--- config.mk ---
export PLATFORM = sky130hd
export DESIGN_NAME = alu_rr_scheduler
export DESIGN_NICKNAME = d
export VERILOG_FILES = /design/src/rtl/alu_rr_scheduler.sv
export SDC_FILE = /design/constraint.sdc
export NUM_CORES = 1
export LEC_CHECK = 0
export CORE_ASPECT_RATIO = 0.6
export CORE_MARGIN = 5
export CORE_UTILIZATION = 35
export DETAILED_ROUTE_END_ITERATION = 8
export PLACE_DENSITY = 0.76
export SYNTH_ARGS = -nofsm -noshare
export SYNTH_HDL_FRONTEND = slang
export SYNTH_SLANG_ARGS = --single-unit
--- constraint.sdc ---
create_clock -name clk -period 1.7 [get_ports clk]
set_input_delay 0.51 -clock clk [delete_from_list [all_inputs] [get_ports clk]]
set_output_delay 0.51 -clock clk [all_outputs]
set_load 0.02 [all_outputs]
--- src/rtl/alu_rr_scheduler.sv ---
// Round-robin front end sharing one external ALU between two requesters.
// Operands are latched on accept, the ALU result is captured one cycle later and returned on a tagged handshake.
module alu_rr_scheduler #(
  parameter int unsigned WIDTH = 16
) (
  input  logic             clk,
  input  logic             rst,
  input  logic             req0_valid,
  output logic             req0_ready,
  input  logic [WIDTH-1:0] req0_a,
  input  logic [WIDTH-1:0] req0_b,
  input  logic [3:0]       req0_select,
  input  logic             req0_mode,
  input  logic             req0_carry,
  input  logic             req1_valid,
  output logic             req1_ready,
  input  logic [WIDTH-1:0] req1_a,
  input  logic [WIDTH-1:0] req1_b,
  input  logic [3:0]       req1_select,
  input  logic             req1_mode,
  input  logic             req1_carry,
  output logic [WIDTH-1:0] alu_in_a,
  output logic [WIDTH-1:0] alu_in_b,
  output logic [3:0]       alu_select,
  output logic             alu_mode,
  output logic             alu_carry_in,
  input  logic [WIDTH-1:0] alu_out,
  input  logic             alu_carry_out,
  input  logic             alu_compare,
  output logic             rsp_valid,
  input  logic             rsp_ready,
  output logic             rsp_id,
  output logic [WIDTH-1:0] rsp_data,
  output logic             rsp_carry,
  output logic             rsp_compare,
  output logic             busy,
  output logic [15:0]      ops_done
);

  typedef enum logic [1:0] {IDLE, EXEC, RESP} state_t;

  state_t state;
  logic   last_grant;
  logic   grant;

  // On a tie the requester that did not win last time goes first.
  always_comb begin
    grant = 1'b0;
    if (req0_valid && req1_valid) grant = ~last_grant;
    else                          grant = req1_valid;
  end

  assign req0_ready = (state == IDLE) && !grant && req0_valid;
  assign req1_ready = (state == IDLE) &&  grant && req1_valid;
  assign busy       = (state != IDLE);

  always_ff @(posedge clk) begin
    if (rst) begin
      state        <= IDLE;
      last_grant   <= 1'b1;
      alu_in_a     <= '0;
      alu_in_b     <= '0;
      alu_select   <= '0;
      alu_mode     <= 1'b0;
      alu_carry_in <= 1'b0;
      rsp_valid    <= 1'b0;
      rsp_id       <= 1'b0;
      rsp_data     <= '0;
      rsp_carry    <= 1'b0;
      rsp_compare  <= 1'b0;
      ops_done     <= '0;
    end else begin
      unique case (state)
        IDLE: begin
          if (req0_valid || req1_valid) begin
            last_grant   <= grant;
            rsp_id       <= grant;
            alu_in_a     <= grant ? req1_a      : req0_a;
            alu_in_b     <= grant ? req1_b      : req0_b;
            alu_select   <= grant ? req1_select : req0_select;
            alu_mode     <= grant ? req1_mode   : req0_mode;
            alu_carry_in <= grant ? req1_carry  : req0_carry;
            state        <= EXEC;
          end
        end
        EXEC: begin
          rsp_data    <= alu_out;
          rsp_carry   <= alu_carry_out;
          rsp_compare <= alu_compare;
          rsp_valid   <= 1'b1;
          state       <= RESP;
        end
        RESP: begin
          if (rsp_valid && rsp_ready) begin
            rsp_valid <= 1'b0;
            ops_done  <= ops_done + 16'd1;
            state     <= IDLE;
          end
        end
        default: state <= IDLE;
      endcase
    end
  end

endmodule

# --- Word level (Yosys, flattened, before mapping) ---
# Cells that the tools add are included.
# W data, S select, Z words.
totals:
  elab_cells: 45
  output_inout_bits: 77
  in_bits: 99
  ff_bits: 77
classes:
  mux: 11
  addsub: 1
  n_eq_ne: 4
  reduce_logical: 15
  n_bitwise: 1
ops:
  columns: ["cell", "count"]
  rows:
  - ["$mux W16", 2]
  - ["$add A16 B1 Y16 const B", 1]
  - ["$reduce_and A2 Y1", 4]
  - ["$logic_and A1 B1 Y1", 6]
  - ["$pmux W2 S3", 1]
  - ["$mux W1", 4]
  - ["$mux W2", 2]
  - ["$mux W4", 1]
  - ["$reduce_bool A2 Y1", 2]
  - ["$eq A2 B1 Y1 const B", 1]
  - ["$eq A2 B2 Y1 const B", 1]
  - ["$logic_not A2 Y1", 1]
  - ["$ne A2 B1 Y1 const B", 1]
  - ["$ne A2 B2 Y1 const B", 1]
  - ["$pmux W1 S2", 1]
  - ["$logic_not A1 Y1", 1]
  - ["$logic_or A1 B1 Y1", 1]
  - ["$not A1 Y1", 1]

# --- Depth between registers and ports, before layout ---
logic_depth:
  word_depth: 5
  ltp_mapped: 6
  ltp_nobuf: 4

# --- Worst setup path after synthesis ---
# No wires, ideal clock.
synth_path:
  path_kind: "input to output"
  from: "in req1_valid"
  to: "out req1_ready"
  setup_slack_ns: -0.081
  t_arrival_ns: 1.271
  path_stages: 3
  t_required_ns: 1.190
  cell_sequence: "a21boi_1 -> buf_2 -> and2_1"
synth_via:
  elab_chain_cells: 4
synth_rtl:
  columns: ["element", "line", "text"]
  rows:
  - ["start, declared", "15", "input logic req1_valid,"]
  - ["$logic_and A1 B1 Y1", "49", "if (req0_valid && req1_valid) grant = ~last_grant;"]
  - ["$mux W1", "49", null]
  - ["$logic_and A1 B1 Y1", "54", "assign req1_ready = (state == IDLE) && grant && req1_valid;"]
  - ["$logic_and A1 B1 Y1 (*)", "54", null]
  - ["end, declared", "16", "output logic req1_ready,"]
# Mark *: on every way between the ends. The rest lies on a longest branch, timed or not.

# --- Final worst setup path ---
layout_path:
  from: "reg state[0]"
  to: "reg ops_done[12]"
layout_via:
  elab_chain_cells: 2
layout_rtl:
  columns: ["element", "line", "text"]
  rows:
  - ["start, declared", "42", "state_t state;"]
  - ["start signal, assigned", "59", "state <= IDLE;"]
  - ["start signal, assigned", "83", "state <= EXEC;"]
  - ["start signal, assigned", "91", "state <= RESP;"]
  - ["$eq A2 B2 Y1", "73", "unique case (state)"]
  - ["$reduce_and A2 Y1 (no line)", null, null]
  - ["end signal, assigned", "96", "ops_done <= ops_done + 16'd1;"]
  - ["end, declared", "37", "output logic [15:0] ops_done"]
# Every way passes these cells.
# A chain may end at the register's enable or synchronous reset.

==> impl_metrics.prom <==
# TYPE chip_impl_metric gauge
chip_impl_info{name="cp_top_family",value="simple AND/OR/NAND/NOR gates"} 1
chip_impl_metric{name="detail_route.first_pass.iterations",unit=""} 5
chip_impl_metric{name="final_util",unit="%"} 61.8
chip_impl_metric{name="avgSynthCellArea",unit="um2"} 9.04
chip_impl_metric{name="dp.cells",unit=""} 651
chip_impl_metric{name="drt-initial-drc-count",unit=""} 102
chip_impl_metric{name="antenna_violations_before_repair",unit=""} 0
chip_impl_metric{name="ir_drop",unit="V"} 0.000648
chip_impl_metric{name="async_flop_share",unit="%"} 0
chip_impl_metric{name="die-area",unit="um2"} 11300
chip_impl_metric{name="worst_skew_pair.late_latency",unit="ns"} 0.33
chip_impl_metric{name="grt_start_max_net_pins",unit=""} 45
chip_impl_metric{name="total_leakage_power",unit="uW"} 0.00248
chip_impl_metric{name="setup.reg_to_reg.worst_slack",unit="ns"} -0.02
chip_impl_metric{name="totalPowerFinal",unit="uW"} 5310
chip_impl_metric{name="post_drt_via_cell_ratio",unit=""} 4.90
chip_impl_metric{name="clock-skew-final",unit="ns"} 0.00581
chip_impl_metric{name="io-pin-count",unit=""} 176
chip_impl_metric{name="critPathArrivalTime",unit="ns"} 1.98
chip_impl_info{name="tritoncts",value="yes"} 1
chip_impl_metric{name="seq_area_frac_synth",unit="%"} 47.8
chip_impl_info{name="crit_path_cell_trace",value="buf_6, and4b_2, buf_6, nand4_4, or4_4, a21oi_2"} 1
chip_impl_metric{name="ant_nets",unit=""} 0
chip_impl_metric{name="fin_cells",unit=""} 676
chip_impl_metric{name="achievable-frequency",unit="GHz"} 0.581
chip_impl_info{name="setup.worst_path.class",value="register to register"} 1
chip_impl_metric{name="setup_viol",unit=""} 1
chip_impl_info{name="cpMaxStageDelayCell",value="or4_4"} 1
chip_impl_metric{name="timing.critical_path.buf_inv",unit=""} 2
chip_impl_info{name="critical_register_to_register_path_startpoint",value="state[0]"} 1
chip_impl_metric{name="clkSinkCount",unit=""} 77
chip_impl_metric{name="synthCells",unit=""} 357
chip_impl_metric{name="totalWireLength",unit="um"} 10200
chip_impl_metric{name="post-route-period-util",unit="%"} 101
chip_impl_metric{name="die_y",unit="um"} 84.4
chip_impl_metric{name="synthesis.yosys.warnings",unit=""} 0
chip_impl_metric{name="dp.final_hpwl",unit="um"} 7820
chip_impl_metric{name="hold_viol_final",unit=""} 0
chip_impl_metric{name="ctsHoldBuffers",unit=""} 0
chip_impl_metric{name="cp_slowest_stage_delay",unit="ns"} 0.51
chip_impl_metric{name="last_weighted_congestion_value_of_the_routability_driven_placer",unit=""} 0.763
chip_impl_metric{name="path_clk_slew",unit="ns"} 0.06
chip_impl_metric{name="number_of_synthesized_register_bits",unit=""} 77
chip_impl_info{name="outcome",value="complete, but fails checks"} 1
chip_impl_metric{name="pin_slew_with_the_least_headroom_to_its_limit",unit="ns"} 0.385
chip_impl_metric{name="synth_area",unit="um2"} 3230
chip_impl_info{name="cts-root-buf",value="clkbuf_16"} 1
chip_impl_metric{name="num_cts_buffers",unit=""} 9
chip_impl_metric{name="initial_utilization",unit="%"} 35.5
chip_impl_metric{name="postSynthNetCount",unit=""} 457
chip_impl_metric{name="synth.distinct_cells",unit=""} 36
chip_impl_info{name="leading_register_cell_type_out_of_synthesis",value="dfxtp_1"} 1
chip_impl_metric{name="die_width",unit="um"} 134
chip_impl_info{name="cp_common_cell",value="buf_6"} 1
chip_impl_info{name="failing_checks",value="negative setup slack"} 1
chip_impl_metric{name="syn2layout_area_growth",unit="%"} 73.9
chip_impl_metric{name="synth-edff-count",unit=""} 0
chip_impl_info{name="holdCritPathClass",value="register to register"} 1
chip_impl_metric{name="clk_path_buf_depth",unit=""} 2
chip_impl_info{name="timing.critical_path.from",value="state[0]"} 1
chip_impl_metric{name="grt_remaining_overflow",unit=""} 0
chip_impl_metric{name="worst_slew_margin_rel",unit="%"} 74.1
chip_impl_metric{name="sum_of_negative_setup_slack",unit="ns"} -0.0199
chip_impl_metric{name="cellPowerDensity",unit="nW/um2"} 945
chip_impl_metric{name="insertedDiodeCount",unit=""} 0
chip_impl_info{name="startpoint_type",value="register"} 1
chip_impl_metric{name="dr_total_vias",unit=""} 3314
chip_impl_metric{name="final_layout_size_suffix_gt1_share",unit="%"} 13.8
chip_impl_info{name="unrepaired_setup_endpoints_after_global_routing",value="true"} 1
chip_impl_metric{name="cp_max_fo",unit=""} 6
chip_impl_metric{name="grt_first_pass_wirelength",unit="um"} 16100
chip_impl_metric{name="route.detailed.wl_per_inst",unit="um"} 15.1
chip_impl_metric{name="slew_limit_fails",unit=""} 0
chip_impl_metric{name="cts_max_level",unit=""} 3
chip_impl_metric{name="period_minus_slack",unit="ns"} 1.72
chip_impl_metric{name="num_rows",unit=""} 27
chip_impl_metric{name="num-nets-final",unit=""} 655
chip_impl_metric{name="finalWorstSetupSlack",unit="ns"} -0.0199
chip_impl_metric{name="buffer_ports.inserted",unit=""} 175
chip_impl_metric{name="core_area",unit="um2"} 9090
chip_impl_info{name="min-delay-start",value="rsp_data[13]"} 1
chip_impl_metric{name="max-cap-violations",unit=""} 0
chip_impl_metric{name="via_count_of_the_first_global_routing_pass",unit=""} 3243
chip_impl_info{name="setup.worst_path.end_class",value="register"} 1
chip_impl_metric{name="cp.required",unit="ns"} 1.96
chip_impl_metric{name="grt.total_usage",unit="%"} 17.4
chip_impl_metric{name="drc",unit=""} 0
[area by class of cell]
class / count / area [um2]
Clock inverter: 4 / 72.6
Timing Repair Buffer: 213 / 1990
Fill cell: 796 / 3470
Tap cell: 116 / 145
Multi-Input combinational cell: 252 / 1620
Sequential cell: 77 / 1550
Clock buffer: 12 / 236
Inverter: 2 / 7.51
[synth_stat cells, types with 2 or more instances]
library cell / n / area, um2
or4_1: 2 / 15.0
nand3_1: 6 / 30.0
nor4_1: 2 / 12.5
o31ai_1: 2 / 15.0
mux2i_1: 38 / 380
and2_1: 2 / 12.5
nor2b_1: 2 / 12.5
nor2_1: 53 / 199
dfxtp_1: 77 / 1540
clkbuf_1: 15 / 56.3
xor2_1: 5 / 43.8
or3_1: 4 / 25.0
mux2_2: 2 / 22.5
nand4_1: 3 / 18.8
xnor2_1: 2 / 17.5
a211oi_1: 38 / 285
nand2_1: 45 / 169
a21oi_1: 28 / 140
buf_2: 8 / 40.0
inv_1: 2 / 7.51
o21ai_0: 5 / 25.0
nand4_4: 2 / 42.5
[worst register-to-register path, delay by kind of cell, from the launching register on]
kind | cells | cell delay [ns]
and+or+nand+nor | 3 | 0.93
AOI/OAI and AO/OA | 1 | 0.15
DFF | 1 | 0.32
buffers and inverters | 2 | 0.25
[what timing repair did]
| action | in CTS | in global routing |
|---|---|---|
| setup buffers | 4 | 5 |
| setup endpoints to repair | 107 | 9 |
| pin swaps | 4 | 7 |
| resized for setup | 103 | 15 |
[cell families (layout without fill, tap and decap cells)]
logic type	Yosys count	in the layout	synth area share (%)
xor+xnor	7	7	1.90
fa+ha+maj	1	1	0.388
simple gates	128	128	18.4
buf+inv	28	231	3.92
flops	77	77	47.8
compound gates	76	76	15.2
mux	40	40	12.5
[layout by cell type, fill, tap and decap left out, types with 3 or more instances in the layout]
master / synthesis / routed
clkbuf_1: 15 / 3
a21oi_1: 28 / 25
nor2_1: 53 / 52
a211oi_1: 38 / 38
dfxtp_1: 77 / 74
dlygate4sd2_1: 0 / 75
nand3_1: 6 / 6
buf_2: 8 / 4
clkdlybuf4s50_1: 0 / 94
or3_1: 4 / 4
clkbuf_16: 0 / 9
a21oi_2: 0 / 3
o21ai_0: 5 / 5
mux2i_1: 38 / 38
xor2_1: 5 / 5
nand2_1: 45 / 44
dfxtp_2: 0 / 3
buf_12: 0 / 4
nand4_1: 3 / 3
buf_6: 1 / 6
buf_4: 1 / 30
[through the flow]
step	instance area [um2]	worst slack (ns)	hold slack (ns)
CTS	5540	-0.0247	0.454
floorplan	3230	0.00808	0.459
global route	5610	-0.0580	0.470
finish	5610	-0.0199	0.451
detailed placement	5280	-0.830	0.450
global placement	5280	-0.797	0.442
[flip-flops by register name, summed over array words and instances (netlist names)]
| name | cells |
|---|---|
| alu_carry_in | 1 |
| alu_in_a | 16 |
| alu_in_b | 16 |
| alu_mode | 1 |
| alu_select | 4 |
| last_grant | 1 |
| ops_done | 16 |
| rsp_carry | 1 |
| rsp_compare | 1 |
| rsp_data | 16 |
| rsp_id | 1 |
| rsp_valid | 1 |
| state | 2 |
[metal layers]
metal / wire length, um / global-route usage, % / vias to the layer above
met5: 0 / 0 / -
met4: 138 / 5.14 / 0
met3: 875 / 7.01 / 14
met2: 4890 / 28.7 / 115
met1: 4330 / 21.1 / 1530
li1: - / - / 1655
[power breakdown]
group	total (uW)	internal (uW)	switching, uW	leakage (uW)
clock	1980	1280	696	0.000147
sequential	2050	1970	82.0	0.000634
combinational	1270	621	653	0.00170
[path summary, 6_finish.rpt]
check,cells past startpoint,end
max,6,ops_done[12]
min reg2reg,2,rsp_data[13]
min,2,rsp_data[13]
max reg2reg,6,ops_done[12]
Note: power is estimated with default switching activity, not from simulation.
